**src/rtl/ysyx_22040088_mem_arb.sv**
```systemverilog
// Shared memory-port arbiter for instruction fetch (IF) and load/store (LS).
// One transaction in flight; LS has priority, bounded by a streak limit so IF cannot starve.
module ysyx_22040088_mem_arb #(
  parameter int unsigned LS_STREAK_MAX = 4
) (
  input  logic        clk,
  input  logic        rst,
  input  logic        if_req_valid,
  output logic        if_req_ready,
  input  logic [63:0] if_addr,
  output logic        if_resp_valid,
  output logic [31:0] if_resp_inst,
  input  logic        ls_req_valid,
  output logic        ls_req_ready,
  input  logic [63:0] ls_addr,
  input  logic        ls_wen,
  input  logic [63:0] ls_wdata,
  input  logic [7:0]  ls_wmask,
  output logic        ls_resp_valid,
  output logic [63:0] ls_resp_rdata,
  output logic        mem_req_valid,
  input  logic        mem_req_ready,
  output logic [63:0] mem_addr,
  output logic        mem_wen,
  output logic [63:0] mem_wdata,
  output logic [7:0]  mem_wmask,
  input  logic        mem_resp_valid,
  input  logic [63:0] mem_resp_rdata
);

  localparam int unsigned StreakW = $clog2(LS_STREAK_MAX + 1);

  typedef enum logic [1:0] {StIdle, StIssue, StWait, StResp} state_e;

  state_e               state_q;
  logic                 owner_ls_q;
  logic [63:0]          addr_q;
  logic                 wen_q;
  logic [63:0]          wdata_q;
  logic [7:0]           wmask_q;
  logic [2:0]           off_q;
  logic [StreakW-1:0]   streak_q;
  logic                 mem_req_valid_q;
  logic                 if_resp_valid_q;
  logic                 ls_resp_valid_q;
  logic [31:0]          if_inst_q;
  logic [63:0]          ls_rdata_q;

  logic streak_full, if_win, ls_win, idle;

  always_comb begin
    streak_full = (streak_q == StreakW'(LS_STREAK_MAX));
    if_win      = if_req_valid & (~ls_req_valid | streak_full);
    ls_win      = ls_req_valid & ~if_win;
    idle        = (state_q == StIdle);
  end

  // Readies are gated by reset so nothing is accepted while the block is held in reset.
  assign if_req_ready  = rst & idle & if_win;
  assign ls_req_ready  = rst & idle & ls_win;

  assign mem_req_valid = mem_req_valid_q;
  assign mem_addr      = addr_q;
  assign mem_wen       = wen_q;
  assign mem_wdata     = wdata_q;
  assign mem_wmask     = wmask_q;
  assign if_resp_valid = if_resp_valid_q;
  assign if_resp_inst  = if_inst_q;
  assign ls_resp_valid = ls_resp_valid_q;
  assign ls_resp_rdata = ls_rdata_q;

  always_ff @(posedge clk or negedge rst) begin
    if (!rst) begin
      state_q         <= StIdle;
      owner_ls_q      <= 1'b0;
      addr_q          <= '0;
      wen_q           <= 1'b0;
      wdata_q         <= '0;
      wmask_q         <= '0;
      off_q           <= '0;
      streak_q        <= '0;
      mem_req_valid_q <= 1'b0;
      if_resp_valid_q <= 1'b0;
      ls_resp_valid_q <= 1'b0;
      if_inst_q       <= '0;
      ls_rdata_q      <= '0;
    end else begin
      unique case (state_q)
        StIdle: begin
          if (ls_win) begin
            owner_ls_q      <= 1'b1;
            addr_q          <= ls_addr;
            wen_q           <= ls_wen;
            wdata_q         <= ls_wdata;
            wmask_q         <= ls_wmask;
            mem_req_valid_q <= 1'b1;
            state_q         <= StIssue;
            // Only count LS wins that actually held IF off.
            if (!if_req_valid)     streak_q <= '0;
            else if (!streak_full) streak_q <= streak_q + StreakW'(1);
          end else if (if_win) begin
            owner_ls_q      <= 1'b0;
            addr_q          <= {if_addr[63:3], 3'b000};
            wen_q           <= 1'b0;
            wdata_q         <= '0;
            wmask_q         <= '0;
            off_q           <= if_addr[2:0];
            mem_req_valid_q <= 1'b1;
            streak_q        <= '0;
            state_q         <= StIssue;
          end
        end
        StIssue: begin
          if (mem_req_ready) begin
            mem_req_valid_q <= 1'b0;
            state_q         <= StWait;
          end
        end
        StWait: begin
          if (mem_resp_valid) begin
            if (owner_ls_q) begin
              ls_rdata_q      <= mem_resp_rdata;
              ls_resp_valid_q <= 1'b1;
            end else begin
              // Only word-aligned fetches yield an instruction; anything else reads as zero.
              unique case (off_q)
                3'b000:  if_inst_q <= mem_resp_rdata[31:0];
                3'b100:  if_inst_q <= mem_resp_rdata[63:32];
                default: if_inst_q <= 32'h0;
              endcase
              if_resp_valid_q <= 1'b1;
            end
            state_q <= StResp;
          end
        end
        StResp: begin
          if_resp_valid_q <= 1'b0;
          ls_resp_valid_q <= 1'b0;
          state_q         <= StIdle;
        end
        default: state_q <= StIdle;
      endcase
    end
  end

endmodule

```
**config.mk**
```make
export PLATFORM = sky130hd
export DESIGN_NAME = ysyx_22040088_mem_arb
export DESIGN_NICKNAME = d
export VERILOG_FILES = /design/src/rtl/ysyx_22040088_mem_arb.sv
export SDC_FILE = /design/constraint.sdc
export NUM_CORES = 1
export LEC_CHECK = 0
export ABC_AREA = 1
export BUFFER_PORTS_ARGS = -buffer_cell sky130_fd_sc_hd__buf_2
export CORE_AREA = 2 2 199 201
export DETAILED_ROUTE_END_ITERATION = 6
export DIE_AREA = 0 0 201 203
export PLACE_DENSITY = 0.64
export RECOVER_POWER = 100
export SYNTH_ARGS = -nofsm -noshare
export SYNTH_HDL_FRONTEND = slang
export SYNTH_SLANG_ARGS = --single-unit
```
**constraint.sdc**
```tcl
create_clock -name clk -period 1.7 [get_ports clk]
set_input_delay 0.255 -clock clk [delete_from_list [all_inputs] [get_ports clk]]
set_output_delay 0.255 -clock clk [all_outputs]
set_load 0.02 [all_outputs]
```
==> results of run 1 <==
-- per-stage QoR --
stage               utilization, %  setup WS [ns]  total power, µW  instance area [µm²]  instances
global route                 45.26        -0.2877            33580                17410       2541
detailed placement           37.12        0.02129            23680                14280       2290
global placement             37.12        0.08364            23430                14280       2290
CTS                          44.08        -0.2887            30650                16960       2506
floorplan                        -        0.02208            18200                10920       1300
finish                       45.26        -0.2249            31700                17410       2542
-- cell type report --
type	count	area [µm²]
antenna	1	2.502
clock buffer	39	813.3
clock inverter	8	140.1
fill	3707	21060
inverter	139	534.3
multi-input combinational	849	4103
sequential	245	6131
tap	518	648.1
timing repair buffer	742	5029
timing repair inverter	1	11.26
-- flip-flops by register name (all words and copies together), names as in the netlist, 2 cells and up --
name / count
if_resp_inst: 32
mem_wmask: 8
state_q: 2
mem_addr: 64
mem_wdata: 64
streak_q: 3
off_q: 3
ls_resp_rdata: 64
-- synth_stat cells, drive strengths merged --
master  number
mux2        64
o21ai       11
buf         45
a21oi        2
clkbuf      23
o22ai        1
inv        139
ha           7
dfrtp      245
nor3         3
nand3      128
nor2         5
xnor2        1
or2          3
nand4        1
nand2      622
-- worst reg2reg max path, delay by kind of cell, from the launching register on --
family                     cells  cell delay, ns
and+or+nand+nor                1            0.05
adders and majority gates      1            0.16
AOI/OAI and AO/OA              2            0.21
buffers and inverters          7            0.84
DFF                            1            0.39
-- how the worst min path moves through the flow --
stage,startpoint,to,slack [ns]
floorplan,rst,if_resp_inst[0],-0.04
global placement,rst,ls_resp_rdata[4],0.11
detailed placement,rst,ls_resp_rdata[32],0.11
CTS,if_addr[11],mem_addr[11],0.0002
global route,mem_resp_rdata[30],ls_resp_rdata[30],0.02
finish,ls_addr[5],mem_addr[5],0.02
-- cells by family after synthesis --
family          count (synthesis)
simple gates                  762
flops                         245
buf+inv                       207
mux                            64
compound gates                 14
fa+ha+maj                       7
xor+xnor                        1
-- power by group --
part	switching (µW)	total [µW]	internal (µW)
logic	9540	15000	5480
registers	1710	10300	8630
clock network	2440	6340	3900
total	13700	31700	18000
-- routing by layer --
layer	part of all wire, %	GRT usage [%]
met1	39	21.14
met2	49	31.86
met3	7.5	3.724
met4	3.7	7.646
met5	0.019	0
-- repair_timing --
item | in CTS | in global routing
gates resized for setup | 16 | 46
setup endpoints to repair | 2 | 134
pin swaps | 5 | 8
hold endpoints to repair | 404 | 0
buffers inserted | 10 | 12
cloned | 0 | 26
hold buffers | 159 | 0
==> metrics.yaml, run 1 <==
routing:
  routed_wirelength_um: 42630
  post_drt_wl_per_cell_um: 16.77
  dr.pass1.iters: 5
  post-route-drc-count: 0
  vias: 11610
  drt_iter0_markers: 614
  detail-route-antenna-nets: 0
  vias_per_cell: 4.566
final_layout:
  drive_gt1_share_pct: 24.07
  final_common_cell: "nand2_1"
  final_nets: 2284
  final_cell_mix: "nand2_1 (619), buf_2 (270), dfrtp_1 (245)"
  area_growth_pct: 59.46
setup_path:
  crit_chain: "inv_2, ha_4, nand2_4, o21ai_4, nor2_4, inv_2, nor2_4, buf_6"
  reg2reg_slack_ns: -0.06
  startpoint: "streak_q[1]"
  crit_arrival_ns: 1.67
  rr_worst_depth: 11
  crit_fanout: 3
  worstReg2RegEnd: "streak_q[2]"
  worstPathRequired_ns: 1.44
  crit_buf_inv: 3
  start_kind: "flip-flop"
  cp_slowest_stage_delay_ns: 0.39
  crit_type: "reg -> out"
  crit_slowest_cell: "dfrtp_1"
  crit_cells: 8
  timing.critical_path.to: "ls_req_ready"
  worstReg2RegStart: "state_q[1]"
  end_kind: "primary output"
  critPathTopFamily: "flip-flops"
floorplan:
  die_h_um: 203
  ios: 509
  die_x_um: 201
  die_area_um2: 40800
  start_util_pct: 28.39
  coreArea_um2: 38470
  core.rowCount: 72
placement:
  gp_congestion: 0.8363
  port_buffers: 508
  hpwlAfterDp_um: 25360
cts:
  clock_latency_ns: 0.55
  clk_path_buf_depth: 3
  clock-sinks: 245
  root_buffer: "clkbuf_16"
  cts_made_buffers: 28
  htree_levels: 1
  clkTransAtPathRegs_ns: 0.06
  cts_tree: "yes"
global_route:
  antenna_found_initial: 1
  grtUsageTotal_pct: 17.99
  grt_overflow: 0
  grt_pass1_wl_um: 59950
  grt_pass1_vias: 11460
  grt_max_degree: 100
pwr:
  power.leakage_uw: 0.009294
  power_density_nw_per_um2: 1821
  max-vdd-ir-drop_uv: 923.4
sta:
  slew_headroom_pct: 35.34
  fin_skew_ns: 0.01159
  holdWs_ns: 0.01675
  setup_viol: 82
  hold_violations: 0
  period_share_pct: 113.2
  final.setup.worst_slack_ns: -0.2249
  worstMarginPinSlew_ns: 0.9699
  period_minus_slack_ns: 1.925
  drv_slew: 0
  rsz0062_at_grt: "yes"
  fmax_mhz: 519.5
  fin_setup_tns_ns: -1.763
synth:
  synth_warnings: 0
  avgSynthCellArea_um2: 8.399
  synth_top_cell_by_area: "dfrtp_1"
  synth-simple-area-share_pct: 27.90
  synthDistinctLibCells: 23
  synth_fa_ha_area_share_pct: 0.8021
  synth_xor_area_share_pct: 0.08021
  ys_seq_area_share_pct: 56.15
  synth_top_family_by_area: "simple AND/OR/NAND/NOR gates"
  ys_seq_elements: 245
  synth_mux_area_share_pct: 6.600
  netlist_top_cells_area: "dfrtp_1 (56%), nand2_1 (21%), mux2_2 (6.6%), nand3_1 (5.9%), inv_1 (4.7%)"
  syn-num-nets: 1578
  synth-compound-area-share_pct: 0.7906
  synth_top_area_share_pct: 56.15
  synth_area_um2: 10920
  synthCells: 1300
run_status:
  failed_checks: "negative setup slack"
  run_status: "finished, violations left"
worst_hold_path:
  hold_depth: 5
  hp-class: "in -> reg"
job:
  drv_cap: 0
Power figures use the tool's default switching activity.
==> run 2, diff against run 1 <==
Settings changed: CORE_AREA 2 2 199 201 to 2 2 195 197, CTS_BUF_LIST set to sky130_fd_sc_hd__clkbuf_4 sky130_fd_sc_hd__clkbuf_8, DIE_AREA 0 0 201 203 to 0 0 197 199.
Clock period 1.7 ns to 2.27 ns, I/O delays scaled along.
==> run 2 against run 1 <==
Net effect:
- the flow finishes with violations (max-slew violations)
- global-route usage increased by 0.25 points
- clock power decreased by 30%
- first-iteration DRC count decreased by 31%
- combinational power decreased by 37%
- sequential share of layout area increased by 2.9 points
- total power decreased by 32%
- clock-buffer cell count increased by 28
- non-clock buffer count decreased by 71
==> metrics.yaml, run 2 (same netlist as run 1, synthesis figures left out) <==
run_status:
  run_status: "finished, violations left"
  failed_checks: "max-slew violations"
cts:
  cts_made_buffers: 44
  htree_levels: 2
  clock_latency_ns: 0.59
  clock-sinks: 245
  clkTransAtPathRegs_ns: 0.06
  cts_tree: "yes"
  clk_path_buf_depth: 3
  root_buffer: "clkbuf_8"
sta:
  drv_slew: 66
  rsz0062_at_grt: "no"
  fin_setup_tns_ns: 0
  hold_violations: 0
  period_minus_slack_ns: 2.122
  setup_viol: 0
  worstMarginPinSlew_ns: 1.510
  period_share_pct: 93.49
  holdWs_ns: 0.05541
  slew_headroom_pct: -0.6815
  final.setup.worst_slack_ns: 0.1477
  fmax_mhz: 471.2
  fin_skew_ns: 0.03091
global_route:
  grt_pass1_wl_um: 57060
  grtUsageTotal_pct: 18.24
  grt_max_degree: 139
  grt_pass1_vias: 11150
  antenna_found_initial: 0
  grt_overflow: 0
final_layout:
  final_common_cell: "nand2_1"
  final_nets: 2227
  fin_util_pct: 43.27
  diodes: 0
  drive_gt1_share_pct: 22.79
  final_cell_mix: "nand2_1 (621), buf_2 (269), dfrtp_1 (245)"
  area_growth_pct: 47.15
placement:
  port_buffers: 508
  gp_congestion: 0.8145
  hpwlAfterDp_um: 24780
  preCtsSetupSlack_ns: 0.4311
floorplan:
  core.rowCount: 71
  die_x_um: 197
  die_area_um2: 39200
  start_util_pct: 29.41
  coreArea_um2: 37130
  die_h_um: 199
  ios: 509
routing:
  drt_iter0_markers: 424
  post_drt_wl_per_cell_um: 15.14
  post-route-drc-count: 0
  vias: 11040
  dr.pass1.iters: 5
  detail-route-antenna-nets: 0
  vias_per_cell: 4.494
  routed_wirelength_um: 37190
pwr:
  power_density_nw_per_um2: 1347
  max-vdd-ir-drop_uv: 722.9
  power.leakage_uw: 0.008706
setup_path:
  worstPathRequired_ns: 1.93
  end_kind: "primary output"
  start_kind: "flip-flop"
  crit_type: "reg -> out"
  rr_worst_depth: 9
  crit_arrival_ns: 1.78
  crit_fanout: 3
worst_hold_path:
  hp-class: "in -> reg"
  hold_depth: 5
job:
  drv_cap: 0
## run 2: cell count changes in the layout (fill, tap and decap cells not counted), moves of 11 or more
cell           delta
buf_6            -15
clkbuf_16        -46
buf_4            -11
clkbuf_8         +51
dlygate4sd3_1    -16
clkbuf_4         +14
## run 2: layout make-up
class	instances	area (µm²)
Inverter	139	524.3
Multi-Input combinational cell	848	4003
Clock buffer	67	853.3
Tap cell	474	593.1
Timing Repair Buffer	671	3867
Clock inverter	13	96.34
Sequential cell	245	6131
Fill cell	3682	21070
## run 2: what timing repair did
action,CTS,global route
hold buffers,142,0
resized for setup,7,3
buffers inserted,2,2
pin swaps,0,2
hold endpoints to repair,387,0
endpoints found under the setup margin,2,2
## run 2: final timing paths
check | startpoint | endpoint | slack, ns
min reg2reg | mem_wdata[49] | mem_wdata[49] | 0.47
max | streak_q[0] | ls_req_ready | 0.15
min in group asynchronous | rst | off_q[2] | 0.75
max reg2reg | streak_q[0] | mem_addr[13] | 0.19
min | if_addr[55] | mem_addr[55] | 0.06
max in group asynchronous | rst | mem_wdata[28] | 0.36
## run 2: routing by layer
metal	share of wire [%]	vias up	track usage [%]	wire [µm]
met5	0	-	0	0
met4	4.3	0	9.134	1595
met3	7.7	98	5.307	2856
met2	48	478	31.07	18000
met1	40	5191	20.95	14740
li1	-	5275	-	-
## run 2: per-stage QoR
step	area, µm²	power, µW	instances
global route	16070	23110	2457
CTS	16460	22350	2455
global placement	14060	17310	2231
finish	16070	21640	2457
detailed placement	14060	17530	2231
floorplan	10920	13630	1300
## run 2: where the power goes
| part | leakage (µW) | switching, µW | total, µW | internal (µW) |
|---|---|---|---|---|
| clock network | 0.000511 | 1930 | 4450 | 2520 |
| logic | 0.00514 | 6520 | 9480 | 2960 |
| registers | 0.00305 | 1240 | 7710 | 6460 |
| total | 0.00871 | 9690 | 21600 | 11900 |
## run 2: critical path: stages (launching register included)
cell and delay, ns:
dfrtp_1 0.37, inv_2 0.06, ha_1 0.20, nand2_2 0.09, o21ai_4 0.08, nor2_4 0.11
inv_1 0.06, nor2_2 0.09, buf_4 0.16
